$ cat config.mk
export PLATFORM = sky130hd
export DESIGN_NAME = run_detect_ctrl
export DESIGN_NICKNAME = d
export VERILOG_FILES = /design/src/rtl/run_detect_ctrl.sv
export SDC_FILE = /design/constraint.sdc
export NUM_CORES = 1
export LEC_CHECK = 0
export ABC_AREA = 1
export CAP_MARGIN = 10
export CORE_UTILIZATION = 52
export CTS_CLUSTER_DIAMETER = 100
export DETAILED_ROUTE_END_ITERATION = 6
export GPL_TIMING_DRIVEN = 0
export PLACE_DENSITY_LB_ADDON = 0.3
export SLEW_MARGIN = 40
export SYNTH_ARGS = -nofsm -noshare
export SYNTH_HDL_FRONTEND = slang
export SYNTH_SLANG_ARGS = --single-unit
$ cat constraint.sdc
create_clock -name clk -period 1.7 [get_ports clk]
set_clock_uncertainty 0.05 [all_clocks]
set_input_delay 0.34 -clock clk [delete_from_list [all_inputs] [get_ports clk]]
set_output_delay 0.34 -clock clk [all_outputs]
set_load 0.005 [all_outputs]
$ cat src/rtl/run_detect_ctrl.sv
`default_nettype none
// ============================================================================
//  Module   : run_detect_ctrl
//  Purpose  : Accepts a parallel word, serialises it MSB first and flags
//             every bit that completes a run of RUN_LEN consecutive ones.
//             The run count persists across words. hit_cnt keeps a
//             saturating tally of the hits.
//  Options  : RUN_RESTART_EN  - when defined, detection is non-overlapping
//                               (run count restarts after each hit);
//                               otherwise the count stays saturated and
//                               every further 1 bit is a hit.
//  Revision : 1.0  initial release
// ============================================================================
module run_detect_ctrl #(
  parameter int WORD_W  = 8,
  parameter int RUN_LEN = 4
) (
  input  logic              clk,
  input  logic              rst,       // asynchronous, active-low
  input  logic              in_valid,
  input  logic [WORD_W-1:0] in_data,
  output logic              in_ready,
  input  logic              clr,
  output logic              z,
  output logic              done,
  output logic              busy,
  output logic [7:0]        hit_cnt
);

  localparam int c_CNT_W = $clog2(RUN_LEN + 1);
  localparam int c_IDX_W = (WORD_W > 2) ? $clog2(WORD_W) : 1;

  localparam logic [c_CNT_W-1:0] c_RUN_MAX  = c_CNT_W'(RUN_LEN);
  localparam logic [c_CNT_W-1:0] c_CNT_ONE  = c_CNT_W'(1);
  localparam logic [c_IDX_W-1:0] c_IDX_LAST = c_IDX_W'(WORD_W - 1);
  localparam logic [c_IDX_W-1:0] c_IDX_ONE  = c_IDX_W'(1);
  localparam logic [7:0]         c_HIT_MAX  = 8'hFF;
  localparam logic [7:0]         c_HIT_ONE  = 8'h01;

  // One-hot controller states
  typedef enum logic [2:0] {
    S_IDLE  = 3'b001,
    S_SHIFT = 3'b010,
    S_DONE  = 3'b100
  } state_t;

  state_t              r_state;
  state_t              w_state_nxt;

  logic [WORD_W-1:0]   r_shreg;
  logic [c_IDX_W-1:0]  r_idx;
  logic [c_CNT_W-1:0]  r_run;
  logic                r_z;
  logic [7:0]          r_hit_cnt;

  logic                w_load;
  logic                w_bit;
  logic [c_CNT_W-1:0]  w_run_upd;
  logic                w_hit;

  // State register; reset discards any word in flight
  always_ff @(posedge clk or negedge rst) begin
    if (!rst) begin
      r_state <= S_IDLE;
    end else begin
      r_state <= w_state_nxt;
    end
  end

  // Next-state logic and Moore handshake/status outputs
  always_comb begin
    w_state_nxt = r_state;
    in_ready    = 1'b0;
    busy        = 1'b0;
    done        = 1'b0;
    case (r_state)
      S_IDLE: begin
        in_ready = 1'b1;
        if (in_valid) begin
          w_state_nxt = S_SHIFT;
        end
      end
      S_SHIFT: begin
        busy = 1'b1;
        // index 0 is the last bit of the word
        if (r_idx == '0) begin
          w_state_nxt = S_DONE;
        end
      end
      S_DONE: begin
        done        = 1'b1;
        w_state_nxt = S_IDLE;
      end
      default: begin
        w_state_nxt = S_IDLE;
      end
    endcase
  end

  assign w_load = in_ready & in_valid;
  assign w_bit  = r_shreg[WORD_W-1];

  // Shift register and bit index: load on handshake, shift out MSB first
  always_ff @(posedge clk or negedge rst) begin
    if (!rst) begin
      r_shreg <= '0;
      r_idx   <= '0;
    end else if (w_load) begin
      r_shreg <= in_data;
      r_idx   <= c_IDX_LAST;
    end else if (busy) begin
      r_shreg <= {r_shreg[WORD_W-2:0], 1'b0};
      if (r_idx != '0) begin
        r_idx <= r_idx - c_IDX_ONE;
      end
    end
  end

  // Post-update run count and hit decision for the bit being evaluated
  always_comb begin
    w_run_upd = r_run;
    w_hit     = 1'b0;
    if (busy) begin
      if (w_bit) begin
        if (r_run != c_RUN_MAX) begin
          w_run_upd = r_run + c_CNT_ONE;
        end else begin
          w_run_upd = c_RUN_MAX;
        end
      end else begin
        w_run_upd = '0;
      end
      w_hit = (w_run_upd == c_RUN_MAX);
`ifdef RUN_RESTART_EN
      // Non-overlapping: the next hit needs a full fresh run
      if (w_hit) begin
        w_run_upd = '0;
      end
`else
      // Overlapping: count stays saturated so each further 1 hits again
`endif
    end
  end

  // Run count, hit flag and hit tally; clear wins over any update
  always_ff @(posedge clk or negedge rst) begin
    if (!rst) begin
      r_run     <= '0;
      r_z       <= 1'b0;
      r_hit_cnt <= '0;
    end else if (clr) begin
      r_run     <= '0;
      r_z       <= 1'b0;
      r_hit_cnt <= '0;
    end else begin
      r_run <= w_run_upd;
      r_z   <= w_hit;
      // Tally tracks z: it advances on the same edge that raises z
      if (w_hit && (r_hit_cnt != c_HIT_MAX)) begin
        r_hit_cnt <= r_hit_cnt + c_HIT_ONE;
      end
    end
  end

  assign z       = r_z;
  assign hit_cnt = r_hit_cnt;

endmodule
`default_nettype wire

-- After elaboration in Yosys (flattened, before gate mapping)
Index checks and enable logic that the tools add are counted.
- flip-flop bits (word level): 26
- input bits: 12
- output and inout port bits: 12
- reductions and logical operators: 9
- $add $sub $neg: 3
- equality and inequality tests: 8
- bitwise operators: 1
- mux-type cells: 20
- operators with widths (cell ; number):
    two-way mux 8 bit ; 4
    two-way mux 3 bit ; 10
    adder 8 x 1 -> 8 bit, second input constant ; 1
    inequality test 8 bit, second input constant ; 1
    nonzero test 2 bit ; 4
    equality test 3 bit, second input constant ; 2
    case mux 3 bit (2 select lines) ; 1
    two-way mux 1 bit ; 5
    inequality test 2 bit, second input constant ; 2
    AND reduction 2 bit ; 2
    adder 3 x 1 -> 3 bit, second input constant ; 1
    equality test 3 x 1 -> 1 bit, second input constant ; 1
    equality test 3 x 2 -> 1 bit, second input constant ; 1
    logical NOT 3 bit ; 1
    inequality test 3 bit, second input constant ; 1
    nonzero test 3 bit ; 1
    subtractor 3 x 1 -> 3 bit, second input constant ; 1
    AND 1 bit ; 1
    logical AND 1 bit ; 1

-- Longest topological paths before layout
Gate-level depths: netlist (run 1).
- depth in word-level cells: 9
- gate-level depth with buffers: 10

-- Worst setup path after synthesis (run 1)
OpenSTA, ideal clock, no wires.
- path kind: reg2reg
- start: reg r_hit_cnt[0], in the netlist hit_cnt[0]
- end: reg r_hit_cnt[0], in the netlist hit_cnt[0]
- path buffers: 0
- stages on the path, launching flop included: 9
- arrival time: 1.246 ns
- required time: 1.533 ns
- slack: 0.287 ns
- cells stage by stage: dfrtp_1 > ha_1 > nand2_1 > nor2_1 > nand3_1 > nand3_4 > nand2_4 > nand2_1 > nand2_1
- cells in the longest elaborated chain, start to end: 3
- elaborated cells between the ends (all ways): 6
- classes of those cells: add/sub: 1; eq/ne: 1; mux: 2; reduce/logical: 2
- RTL lines (element ; line ; source):
    start, declared ; 54 ; logic [7:0] r_hit_cnt;
    start signal, assigned ; 160 ; r_hit_cnt <= r_hit_cnt + c_HIT_ONE;
    adder 8 x 1 -> 8 bit or inequality test 8 bit (tied branches) ; 160, 159 ;
    two-way mux 8 bit or logical AND 1 bit (tied branches) ; 159 ; if (w_hit && (r_hit_cnt != c_HIT_MAX)) begin
    two-way mux 8 bit or nonzero test 2 bit (tied branches) ; n/a ;
Parallel ways exist; a longest one is shown, timed or not. The select of a mux whose other input is x is not followed.
A chain may end at the register's enable or synchronous reset.

-- Worst setup path in the final report (run 1)
- start: reg r_hit_cnt[4], in the netlist hit_cnt[4]
- end: out hit_cnt[4]
- RTL lines (element ; line ; source):
    end, declared ; 27 ; output logic [7:0] hit_cnt
No word-level cell between the ends.

==> metrics, run 1 <==
outcome=finished, final reports clean; Synth cell types=27; Worst-Margin Slew=574 ps; Bufs and invs on worst path=1; post-synth net total=190; H-tree levels=1; row count=18; GPL Wtd Cong=0.780; Data required, critical path=1310 ps; Final Cycle Share=96.0%; layout cell share with drive strength beyond 1=15.2%; Worst VDD drop=0.000889 V; asr flop ratio synth=100%; area grow syn2layout=29.3%; Non-Filler Instances=roughly 240; Max Buffers Root-to-Sink=2; Seq/Total Area, Yosys=around 47%; critical path startpoint=hit_cnt[4]; Finish-stage setup viols=0; Post-synth top cells=nand2_1, dfrtp_1, inv_1; crit-path max FO=4; Clock Latency Late Sink=310 ps; root buf cell=clkbuf_4; Post-Place Cells=226; type of origin of the critical path=flop; TritonCTS clock tree=built; Die ar.=2860 sq um; Yosys top cell area share=a little under half; pre-CTS WS=-118 ps; Post-Synthesis Cell Area=1380 sq um; initial detailed-routing violation count=39; antenna violations before repair=0; DRT antenna net count=0; number of detailed-route iterations in the first pass=4; Tmin final=about 1600 ps; core area=2500 sq um; first-pass GRT wire length=4800 um; Seq cells post-synth=26; CP arrival=1240 ps; Setup CP Type=flop to output pin; crit path max-delay cell type=clkdlybuf4s50_1; Num Clock Sinks=26; Nets=229; sum of net half-perimeters after detailed placement=between 2000 and 2500 um; reg2reg start=r_run[0]; # DRC=0; CP Capture Type=output pin; Slew Limit Fails=0; IO Count=24; Largest stage delay, worst path=between 500 and 600 ps; post-DR wirelength/cell=about 13 um; Lkg Pwr=0.000910 uW; Slew headroom=61.7%; Final Hold Fails=0; Synth Warn #=0; biggest area consumer among synthesized cells=dfrtp_1; Inserted Diodes=0; Setup Total Neg Slack=0 ps; WHS=441 ps; number of global-route vias before repair=~1,200; IO buf count=23; max-cap violation count=0; Post-synth EDFFs=0; f_max=613 MHz; total grt overflow=0; CP top delay family=buffers and inverters; Die Width=between 50 and 60 um; count leader, synth=nand2_1; min-delay worst type=flop to flop; Starting Density=a little under three fifths; total CTS buffers=3; final worst setup slack=67.6 ps; FF-to-FF setup slack=80 ps; power per cell area=roughly 1100 nW/um^2; Area contributors post-synth=dfrtp_1, nand2_1, nand3_1; Cells after Synth=between 150 and 200; CP Cell Sequence=clkdlybuf4s50_1; Syn Area/Cell=around 8.0 sq um; final WL=3040 um; Main synth FF type=dfrtp_1; die height=53.5 um; Fillers=187; Vias/cell=5.19; clock transition at the registers of the reported paths=130 ps; worst hold start=r_idx[2]; DR vias=1,251; gr usage total=between 20% and 30%; largest net degree at the start of global routing=27
-- sequential cells by signal (all words and copies together) (netlist names) --
signal,cells
hit_cnt,8
r_shreg,8
r_idx,3
r_run,3
r_state,3
z,1
-- logic make-up after synthesis --
kind of cell,count (synthesis),share of synthesized area [%]
fa+ha+maj,5,4.53
xor+xnor,1,0.635
compound gates,19,8.79
simple gates,94,31.1
flops,26,47.2
buf+inv,28,7.71
-- final timing paths --
check                              to  cells past startpoint
setup reg to reg           hit_cnt[0]                     10
setup / recovery           hit_cnt[4]                      1
min in group asynchronous    r_idx[0]                      2
hold / removal               r_idx[2]                      1
max in group asynchronous  r_shreg[0]                      2
hold reg to reg              r_idx[2]                      1
-- what timing repair did --
action	CTS	global route
setup buffers	2	7
hold endpoints to repair	25	0
gates cloned	0	1
hold buffers	1	0
endpoints found under the setup margin	3	19
pin swaps	1	3
gates resized for setup	6	12
-- report_power, final --
group	switching (uW)	internal, uW
Clock	169	91.7
Sequential	98.9	788
Combinational	444	290
Total	713	1170
-- per-layer routing --
| layer | global-route usage (%) | share of wire (%) | vias to the layer above |
|---|---|---|---|
| li1 | - | - | 634 |
| met2 | 39.6 | 49 | 29 |
| met4 | 6.14 | 0.49 | 0 |
| met1 | 29.1 | 47 | 586 |
| met3 | 6.90 | 3.7 | 2 |
| met5 | 0 | 0 | - |
-- cell type report --
| type | instances | area [sq um] | share of cell area, % |
|---|---|---|---|
| Buffer | 2 | 7.51 | 0.421 |
| Clock buffer | 4 | 26.3 | 1.47 |
| Inverter | 26 | 98.8 | 5.54 |
| Multi-Input combinational cell | 120 | 657 | 36.8 |
| Sequential cell | 26 | 652 | 36.5 |
| Tap cell | 30 | 37.5 | 2.10 |
| Timing Repair Buffer | 33 | 305 | 17.1 |
-- through the flow --
step	power (uW)	area (sq um)	util (%)
CTS	1860	1710	68.4
global placement	1490	1650	65.9
detailed placement	1550	1640	65.7
finish	1880	1780	71.4
floorplan	1310	1380	-
global route	2030	1780	71.4
-- placed cells by master, fill, tap and decap left out, types with 2 or more instances in the layout --
cell	n
o211ai_1	4
nand3_1	17
dlymetal6s2s_1	2
nor2_1	11
o31ai_1	2
nor3_1	2
inv_1	23
clkbuf_1	2
nand3_2	3
inv_2	2
a21oi_1	3
buf_4	8
nor2_2	2
dfrtp_1	25
nand2_1	51
clkbuf_4	3
o21bai_1	2
o21ai_1	2
clkbuf_2	3
ha_1	5
clkdlybuf4s50_1	17
nand2_4	2
o21ai_0	4
No activity file was read; power rests on OpenSTA's default activity.
==> inputs of run 2 (changes only) <==
CAP_MARGIN = 5   (was 10)
==> results of run 2 <==
No change in the layout: final DEF, timing and power equal those of run 1.
